## config.mk

```make
export PLATFORM = sky130hd
export DESIGN_NAME = tone_envelope_sampler_flat
export DESIGN_NICKNAME = d
export VERILOG_FILES = /design/src/rtl/tone_env_pkg.sv /design/src/rtl/tone_envelope_sampler_if.sv /design/src/rtl/tone_env_adsr.sv /design/src/rtl/tone_envelope_sampler.sv /design/src/flat_wrapper.sv
export SDC_FILE = /design/constraint.sdc
export NUM_CORES = 1
export LEC_CHECK = 0
export BUFFER_PORTS_ARGS = -buffer_cell sky130_fd_sc_hd__buf_4
export CAP_MARGIN = 20
export CORE_MARGIN = 3
export CORE_UTILIZATION = 52
export CTS_CLUSTER_DIAMETER = 100
export CTS_CLUSTER_SIZE = 10
export DETAILED_ROUTE_END_ITERATION = 10
export PLACE_DENSITY_LB_ADDON = 0.08
export SLEW_MARGIN = 20
export SYNTH_ARGS = -nofsm -noshare
export SYNTH_HDL_FRONTEND = slang
export SYNTH_SLANG_ARGS = --single-unit
```

## constraint.sdc

```tcl
create_clock -name clock -period 2.7 [get_ports clock]
set_input_delay 0.405 -clock clock [delete_from_list [all_inputs] [get_ports clock]]
set_output_delay 0.405 -clock clock [all_outputs]
set_load 0.05 [all_outputs]
```

## src/rtl/tone_env_pkg.sv

```systemverilog
// Shared types and default constants for the tone envelope sampler and its ADSR core.
// CODEC_SAMPLE_W is the sample width agreed with the audio-codec write interface.
package tone_env_pkg;

    typedef enum logic [2:0] {
        ST_IDLE    = 3'd0,
        ST_ATTACK  = 3'd1,
        ST_DECAY   = 3'd2,
        ST_SUSTAIN = 3'd3,
        ST_RELEASE = 3'd4
    } env_state_t;

    localparam int CODEC_SAMPLE_W   = 24;
    localparam int ENV_W_DEF        = 8;
    localparam int SAMPLE_DIV_DEF   = 1042;
    localparam int AMP_SHIFT_DEF    = 15;
    localparam int ATTACK_STEP_DEF  = 4;
    localparam int DECAY_STEP_DEF   = 1;
    localparam int SUSTAIN_LVL_DEF  = 160;
    localparam int RELEASE_STEP_DEF = 2;

endpackage

```

## src/rtl/tone_envelope_sampler_if.sv

```systemverilog
// Valid/ready sample stream toward the audio-codec write FIFO.
// The sampler drives through the master modport, the codec side uses slave.
interface tone_envelope_sampler_if #(
    parameter int W = tone_env_pkg::CODEC_SAMPLE_W
) ();

    logic         sample_valid;
    logic         sample_ready;
    logic [W-1:0] sample_data;

    modport master (
        output sample_valid,
        output sample_data,
        input  sample_ready
    );

    modport slave (
        input  sample_valid,
        input  sample_data,
        output sample_ready
    );

endinterface

```

## src/rtl/tone_env_adsr.sv

```systemverilog
// ADSR envelope state machine; advances only on cycles where tick is high.
// A state change on a tick replaces that tick's step, so levels move on the following tick.
module tone_env_adsr
    import tone_env_pkg::*;
#(
    parameter int ENV_W        = ENV_W_DEF,
    parameter int ATTACK_STEP  = ATTACK_STEP_DEF,
    parameter int DECAY_STEP   = DECAY_STEP_DEF,
    parameter int SUSTAIN_LVL  = SUSTAIN_LVL_DEF,
    parameter int RELEASE_STEP = RELEASE_STEP_DEF
) (
    input  logic             clock,
    input  logic             reset,
    input  logic             tick,
    input  logic             gate,
    output logic [ENV_W-1:0] env_level,
    output env_state_t       env_state
);

    localparam logic [ENV_W:0]   ENV_MAX = {1'b0, {ENV_W{1'b1}}};
    localparam logic [ENV_W-1:0] ENV_TOP = {ENV_W{1'b1}};
    localparam logic [ENV_W:0]   A_STEP  = (ENV_W+1)'(ATTACK_STEP);
    localparam logic [ENV_W:0]   D_STEP  = (ENV_W+1)'(DECAY_STEP);
    localparam logic [ENV_W:0]   R_STEP  = (ENV_W+1)'(RELEASE_STEP);
    localparam logic [ENV_W:0]   SUS_W   = (ENV_W+1)'(SUSTAIN_LVL);
    localparam logic [ENV_W-1:0] SUS_LVL = ENV_W'(SUSTAIN_LVL);

    env_state_t       state_q, state_d;
    logic [ENV_W-1:0] env_q, env_d;
    logic [ENV_W:0]   inc_w, dec_w, rel_w;

    // One extra bit on every intermediate exposes overflow/underflow before clamping.
    always_comb begin
        state_d = state_q;
        env_d   = env_q;
        inc_w   = {1'b0, env_q} + A_STEP;
        dec_w   = {1'b0, env_q} - D_STEP;
        rel_w   = {1'b0, env_q} - R_STEP;
        if (tick) begin
            case (state_q)
                ST_IDLE: begin
                    env_d = '0;
                    if (gate) state_d = ST_ATTACK;
                end
                ST_ATTACK: begin
                    if (!gate) begin
                        state_d = ST_RELEASE;
                    end else if (inc_w >= ENV_MAX) begin
                        env_d   = ENV_TOP;
                        state_d = ST_DECAY;
                    end else begin
                        env_d = inc_w[ENV_W-1:0];
                    end
                end
                ST_DECAY: begin
                    if (!gate) begin
                        state_d = ST_RELEASE;
                    end else if (dec_w[ENV_W] || (dec_w <= SUS_W)) begin
                        env_d   = SUS_LVL;
                        state_d = ST_SUSTAIN;
                    end else begin
                        env_d = dec_w[ENV_W-1:0];
                    end
                end
                ST_SUSTAIN: begin
                    if (!gate) state_d = ST_RELEASE;
                end
                ST_RELEASE: begin
                    if (gate) begin
                        state_d = ST_ATTACK;
                    end else if (rel_w[ENV_W] || (rel_w == '0)) begin
                        env_d   = '0;
                        state_d = ST_IDLE;
                    end else begin
                        env_d = rel_w[ENV_W-1:0];
                    end
                end
                default: begin
                    env_d   = '0;
                    state_d = ST_IDLE;
                end
            endcase
        end
    end

    always_ff @(posedge clock or negedge reset) begin
        if (!reset) begin
            state_q <= ST_IDLE;
            env_q   <= '0;
        end else begin
            state_q <= state_d;
            env_q   <= env_d;
        end
    end

    assign env_level = env_q;
    assign env_state = state_q;

endmodule

```

## src/rtl/tone_envelope_sampler.sv

```systemverilog
// Samples the square-wave tone at the audio rate, scales it by an ADSR envelope and
// offers signed PCM to the codec. Define TONE_ENV_OVERRUN_CNT_EN for the overrun counter.
module tone_envelope_sampler
    import tone_env_pkg::*;
#(
    parameter int SAMPLE_W     = CODEC_SAMPLE_W,
    parameter int ENV_W        = ENV_W_DEF,
    parameter int SAMPLE_DIV   = SAMPLE_DIV_DEF,
    parameter int AMP_SHIFT    = AMP_SHIFT_DEF,
    parameter int ATTACK_STEP  = ATTACK_STEP_DEF,
    parameter int DECAY_STEP   = DECAY_STEP_DEF,
    parameter int SUSTAIN_LVL  = SUSTAIN_LVL_DEF,
    parameter int RELEASE_STEP = RELEASE_STEP_DEF
) (
    input  logic                     clock,
    input  logic                     reset,
    input  logic                     tone_in,
    input  logic                     gate,
    tone_envelope_sampler_if.master  smp,
    output logic [ENV_W-1:0]         env_level,
    output logic [2:0]               env_state
`ifdef TONE_ENV_OVERRUN_CNT_EN
    ,
    input  logic                     overrun_clr,
    output logic [15:0]              overrun_count
`endif
);

    localparam int                CNT_W    = $clog2(SAMPLE_DIV);
    localparam logic [CNT_W-1:0] CNT_LAST = CNT_W'(SAMPLE_DIV - 1);

    logic [CNT_W-1:0]    cnt_q, cnt_d;
    logic                tick;
    logic                valid_q, valid_d;
    logic [SAMPLE_W-1:0] data_q, data_d;
    logic [SAMPLE_W-1:0] magnitude;
    logic [SAMPLE_W-1:0] new_sample;
    env_state_t          adsr_state;

    assign tick = (cnt_q == CNT_LAST);

    tone_env_adsr #(
        .ENV_W        (ENV_W),
        .ATTACK_STEP  (ATTACK_STEP),
        .DECAY_STEP   (DECAY_STEP),
        .SUSTAIN_LVL  (SUSTAIN_LVL),
        .RELEASE_STEP (RELEASE_STEP)
    ) u_adsr (
        .clock     (clock),
        .reset     (reset),
        .tick      (tick),
        .gate      (gate),
        .env_level (env_level),
        .env_state (adsr_state)
    );

    assign env_state = adsr_state;

    // Sample uses the level as it stands before this tick's envelope update.
    assign magnitude  = SAMPLE_W'(env_level) << AMP_SHIFT;
    assign new_sample = tone_in ? magnitude : -magnitude;

    // A held sample that has not been taken blocks the new one; the new one is lost.
    always_comb begin
        cnt_d   = tick ? '0 : cnt_q + CNT_W'(1);
        valid_d = valid_q;
        data_d  = data_q;
        if (valid_q && smp.sample_ready) valid_d = 1'b0;
        if (tick && (!valid_q || smp.sample_ready)) begin
            valid_d = 1'b1;
            data_d  = new_sample;
        end
    end

    always_ff @(posedge clock or negedge reset) begin
        if (!reset) begin
            cnt_q   <= '0;
            valid_q <= 1'b0;
            data_q  <= '0;
        end else begin
            cnt_q   <= cnt_d;
            valid_q <= valid_d;
            data_q  <= data_d;
        end
    end

    assign smp.sample_valid = valid_q;
    assign smp.sample_data  = data_q;

`ifdef TONE_ENV_OVERRUN_CNT_EN
    logic        overrun;
    logic [15:0] ovr_q, ovr_d;

    assign overrun = tick && valid_q && !smp.sample_ready;

    always_comb begin
        ovr_d = ovr_q;
        if (overrun_clr) begin
            ovr_d = '0;
        end else if (overrun && (ovr_q != 16'hFFFF)) begin
            ovr_d = ovr_q + 16'd1;
        end
    end

    always_ff @(posedge clock or negedge reset) begin
        if (!reset) begin
            ovr_q <= '0;
        end else begin
            ovr_q <= ovr_d;
        end
    end

    assign overrun_count = ovr_q;
`endif

endmodule
```

## src/flat_wrapper.sv

```systemverilog
// flat-port wrapper written by rule: the top's interface ports become plain ports
module tone_envelope_sampler_flat import tone_env_pkg::*;
#(
    parameter int SAMPLE_W     = CODEC_SAMPLE_W,
    parameter int ENV_W        = ENV_W_DEF,
    parameter int SAMPLE_DIV   = SAMPLE_DIV_DEF,
    parameter int AMP_SHIFT    = AMP_SHIFT_DEF,
    parameter int ATTACK_STEP  = ATTACK_STEP_DEF,
    parameter int DECAY_STEP   = DECAY_STEP_DEF,
    parameter int SUSTAIN_LVL  = SUSTAIN_LVL_DEF,
    parameter int RELEASE_STEP = RELEASE_STEP_DEF
)
  (clock, reset, tone_in, gate, env_level, env_state, smp_sample_valid, smp_sample_data, smp_sample_ready);
  tone_envelope_sampler_if smp_i ();
  input  logic clock;
  input  logic reset;
  input  logic tone_in;
  input  logic gate;
  output logic [ENV_W-1:0] env_level;
  output logic [2:0] env_state;
  output wire logic [$bits(smp_i.sample_valid)-1:0] smp_sample_valid;
  output wire logic [$bits(smp_i.sample_data)-1:0] smp_sample_data;
  input wire logic [$bits(smp_i.sample_ready)-1:0] smp_sample_ready;
  assign smp_sample_valid = smp_i.sample_valid;
  assign smp_sample_data = smp_i.sample_data;
  assign smp_i.sample_ready = smp_sample_ready;
  tone_envelope_sampler #(.SAMPLE_W(SAMPLE_W), .ENV_W(ENV_W), .SAMPLE_DIV(SAMPLE_DIV), .AMP_SHIFT(AMP_SHIFT), .ATTACK_STEP(ATTACK_STEP), .DECAY_STEP(DECAY_STEP), .SUSTAIN_LVL(SUSTAIN_LVL), .RELEASE_STEP(RELEASE_STEP)) u_core (.clock(clock), .reset(reset), .tone_in(tone_in), .gate(gate), .smp(smp_i), .env_level(env_level), .env_state(env_state));
endmodule
```

==> key figures <==
Drt
  – First-pass iteration count of the detailed router: 5
  – Iteration-0 DRC count of the detailed router: 188
  – Antenna Nets Post-Route: 0
  – Post-detailed-routing wire length: 6880 um
  – Average wire length per cell after detail routing: around 17 um
  – Final routed DRC violation total: 0
  – Average via count per standard cell: 5.93
  – Total number of vias: roughly 2300

Clock tree
  – Clock insertion delay at the later pin of the skew report: 0.30 ns
  – Root buffer selected by CTS: sky130_fd_sc_hd__clkbuf_8
  – Post-CTS Hold Buffers: 0
  – Clock tree from TritonCTS: yes
  – H-tree Lvls: 2
  – Clock sink count: 32
  – Bufs on Longest Clock Path: 2
  – CTS clk-pin slew, worst paths: about 0.08 ns
  – Clock buffers created by TritonCTS: 5

Yosys
  – Leading register cell type out of synthesis: sky130_fd_sc_hd__dfrtp_1
  – Adder-cell share of the synthesized area: 6.76%
  – Xor and xnor area share after synthesis: 7.20%
  – Share of the yosys chip area belonging to registers: 31.3%
  – Post-synthesis register bit count: 32
  – Fraction of the mapped netlist area in compound gates: 22.9%
  – Count of synthesis-stage warnings from yosys: 0
  – Cell area after technology mapping: 0.00255 mm2
  – Mux share of post-synthesis cell area: 0.833%
  – Post-synthesis instance total: 289
  – EDFF count, synth: 0
  – Ranking of synthesized cells by area: sky130_fd_sc_hd__dfrtp_1, sky130_fd_sc_hd__ha_1, sky130_fd_sc_hd__xnor2_1, sky130_fd_sc_hd__buf_4, sky130_fd_sc_hd__o21ai_0
  – Post-synth top area share: 31.3%
  – Share of synthesized flip-flops with an asynchronous set or reset: between 90% and 100%
  – Area share of and/or/nand/nor cells after synthesis: 21.6%
  – Post-synth cell types: 70
  – Biggest area consumer among synthesized cells: sky130_fd_sc_hd__dfrtp_1
  – Average cell area after synthesis: approximately 9 um2
  – Main combinational cell family by area after synthesis: compound AO/OA/AOI/OAI gates

STA
  – Hold Worst Slack: 0.0400 ns
  – Count of endpoints failing hold in the final timing report: 0
  – Final Cycle Share: between 90% and 100%
  – RSZ-0062 raised after global routing: false
  – Sum of negative setup slack: 0 ns
  – Max Clock Skew: 0.0119 ns
  – Relative slew margins: approximately 63%
  – Achievable frequency: 379 MHz
  – Final setup violating endpoints: 0
  – Actual slew at the worst max-slew pin: approximately 0.55 ns
  – Min cycle time layout: 2.64 ns
  – Number of pins exceeding their max-slew limit in the final report: 0

Placement
  – Cell count after placement: 386
  – DP HPWL: 5030 um
  – Number of buffers inserted by port buffering: 25
  – Placement Cell Area: 0.00290 mm2
  – Final GP Congestion: ~0.95

Worst setup path
  – Cell with the biggest individual delay on the critical path: sky130_fd_sc_hd__dfrtp_2
  – Category of the most critical setup path: reg -> reg
  – Data arrival time of the critical path: roughly 2.8 ns
  – Kind of end point of the critical path: flip-flop
  – Critical path startpoint category: flip-flop
  – Chain of cells forming the critical path: inv_4 -> ha_4 -> a32oi_2 -> and4b_1 -> a311o_1 -> a311oi_4 -> o22a_1 -> mux2_4
  – Critical-path maximum fanout: 9
  – Worst EP required: around 2.9 ns
  – Stage delay of the slowest cell on the critical path: 0.49 ns

Pwr
  – Pwr Density: 343 mW/mm2
  – Pleak: about 1.4 nW
  – Psw: 0.272 mW
  – Comb pwr share: 8.7%
  – Cell internal power dissipation: 0.769 mW
  – Switching part of the total: 26.1%
  – Max VDD drop: 0.000230 V
  – Clock group share of total power: approximately 45%
  – Register share of total power: between 40% and 50%

Global routing
  – Overall global routing resource usage: 24.4%
  – Via count of the first global-routing pass: 2269
  – Maximum number of pins on one net before global-route repair: 33
  – Remaining global-route overflow: 0
  – Initial antenna violation count: 0
  – Global-route wire length before repair: 11400 um

Layout
  – Fraction of layout cells with a size suffix above 1: 23.6%
  – Antenna cells: 0
  – Filler cells: 396
  – Design Area, Final: roughly 0.0030 mm2
  – Area grow syn2layout: 18.7%
  – # nets final: ~350
  – Count of placed standard cells in the final layout, fillers left out: 396

Floorplanning
  – Number of top-level design ports: roughly 40
  – Area of the die: about 0.0058 mm2
  – Initial Util: between 50% and 60%
  – Total number of placement rows: 24
  – DIE WIDTH: 76.1 um
  – Vertical die dimension: roughly 76 um
  – Core footprint: 0.00453 mm2

Run status
  – Outcome: complete, no violations

Worst hold path
  – Min-delay worst type: in -> async

Run
  – # Max-Cap Violations: 0
## logic make-up (layout without fill, tap and decap cells)
logic type | Yosys count | in the layout
buffers and inverters | 44 | 72
adders and majority gates | 14 | 14
muxes | 2 | 2
AOI/OAI and AO/OA | 76 | 76
DFF | 32 | 32
other | 1 | 15
and+or+nand+nor | 99 | 99
xor gates and xnor gates | 21 | 21
## cell usage in the layout, fill, tap and decap left out, types with 3 or more instances in the layout
| cell | synthesis | layout |
|---|---|---|
| sky130_fd_sc_hd__nor2b_1 | 5 | 5 |
| sky130_fd_sc_hd__a211o_1 | 3 | 3 |
| sky130_fd_sc_hd__o22ai_1 | 4 | 4 |
| sky130_fd_sc_hd__o211ai_1 | 4 | 4 |
| sky130_fd_sc_hd__nand3_1 | 9 | 9 |
| sky130_fd_sc_hd__nor3_1 | 8 | 8 |
| sky130_fd_sc_hd__buf_4 | 16 | 51 |
| sky130_fd_sc_hd__nand4_1 | 4 | 4 |
| sky130_fd_sc_hd__nand2_1 | 18 | 18 |
| sky130_fd_sc_hd__a21oi_1 | 6 | 6 |
| sky130_fd_sc_hd__dfrtp_1 | 32 | 29 |
| sky130_fd_sc_hd__nor2_1 | 22 | 22 |
| sky130_fd_sc_hd__o311ai_0 | 3 | 3 |
| sky130_fd_sc_hd__dfrtp_2 | 0 | 3 |
| sky130_fd_sc_hd__conb_1 | 1 | 15 |
| sky130_fd_sc_hd__and3_1 | 3 | 3 |
| sky130_fd_sc_hd__nor4_1 | 4 | 4 |
| sky130_fd_sc_hd__o21ai_0 | 19 | 19 |
| sky130_fd_sc_hd__xnor2_1 | 15 | 15 |
| sky130_fd_sc_hd__xor2_1 | 6 | 6 |
| sky130_fd_sc_hd__a31oi_1 | 3 | 3 |
| sky130_fd_sc_hd__a311o_1 | 3 | 3 |
| sky130_fd_sc_hd__clkbuf_8 | 0 | 5 |
| sky130_fd_sc_hd__nor4bb_1 | 3 | 3 |
| sky130_fd_sc_hd__ha_1 | 13 | 11 |
| sky130_fd_sc_hd__nand2b_1 | 4 | 4 |
| sky130_fd_sc_hd__inv_1 | 13 | 11 |
## per-stage QoR
step	power, mW	util [%]	setup slack [ns]
6_report	1.04	66.9	0.0588
5_1_grt	1.09	66.9	0.0120
4_1_cts	1.05	66.5	0.0920
3_5_place_dp	0.579	64.0	0.115
3_3_place_gp	0.578	64.0	0.107
2_1_floorplan	0.575	-	-0.111
## metal layers
metal | GRT usage (%) | part of all wire [%]
met5 | 0 | 0
met4 | 11.2 | 3.4
met3 | 5.44 | 8.3
met2 | 35.8 | 44
met1 | 34.3 | 45
## area by class of cell
class | instances | area (um2) | area share, %
multi-input cells | 227 | 1600 | 52.7
flip-flops and latches | 32 | 805 | 26.5
repair buffers | 51 | 383 | 12.6
well taps | 65 | 81.3 | 2.68
clock buffers | 5 | 68.8 | 2.27
inverters | 13 | 53.8 | 1.77
clock inverters | 3 | 42.5 | 1.40
## power by group through the flow
stage	clock [mW]	sequential (mW)	combinational [mW]
6_report	0.471	0.480	0.0901
3_3_place_gp	0	0.489	0.0889
5_1_grt	0.514	0.480	0.0957
2_1_floorplan	0	0.492	0.0830
4_1_cts	0.479	0.480	0.0901
3_5_place_dp	0	0.489	0.0899
## flip-flops by register name, summed over array words and instances (netlist names)
name and cells:
u_core.smp.sample_data 9, u_core.smp.sample_valid 1, u_core.u_adsr.env_level 8, u_core.u_adsr.env_state 3, u_core.cnt_q 11
## synthesized netlist by cell type, drive strengths merged (4+ instances only)
master and instances:
nand3 9, xor2 6, nand2 18, clkbuf 6, a21oi 6, nand4 4, nand2b 4, o22ai 4
dfrtp 32, ha 13, nor3 8, xnor2 15, o211ai 4, nor4 5, buf 25, o21ai 20
inv 13, nor2 22, nor2b 5
## repair_timing
item	in CTS	in global routing
setup buffers	0	2
endpoints found under the setup margin	0	1
endpoints found under the hold margin	0	0
gates resized for setup	0	1
## worst max-delay path, delay by kind of cell, from the launching register on
kind                     cells  cell delay [ns]
flip-flops                   1             0.49
multiplexers                 1             0.32
AND/OR/NAND/NOR              1             0.23
adder cells (fa/ha/maj)      1             0.20
AO/OA/AOI/OAI                4             1.17
buffers and inverters        1             0.10
## worst paths after layout
path	start	to	slack, ns	cells after the start
max	u_core.u_adsr.env_level[3]	u_core.u_adsr.env_state[0]	0.06	8
min	reset	u_core.cnt_q[7]	0.04	1
max reg2reg	u_core.u_adsr.env_level[3]	u_core.u_adsr.env_state[0]	0.06	8
min reg2reg	u_core.smp.sample_data[18]	u_core.smp.sample_data[18]	0.48	2
max in group asynchronous	reset	u_core.u_adsr.env_level[2]	2.33	1
min in group clock	smp_sample_ready	u_core.smp.sample_valid	0.39	3
No activity file was read; power rests on OpenSTA's default activity.
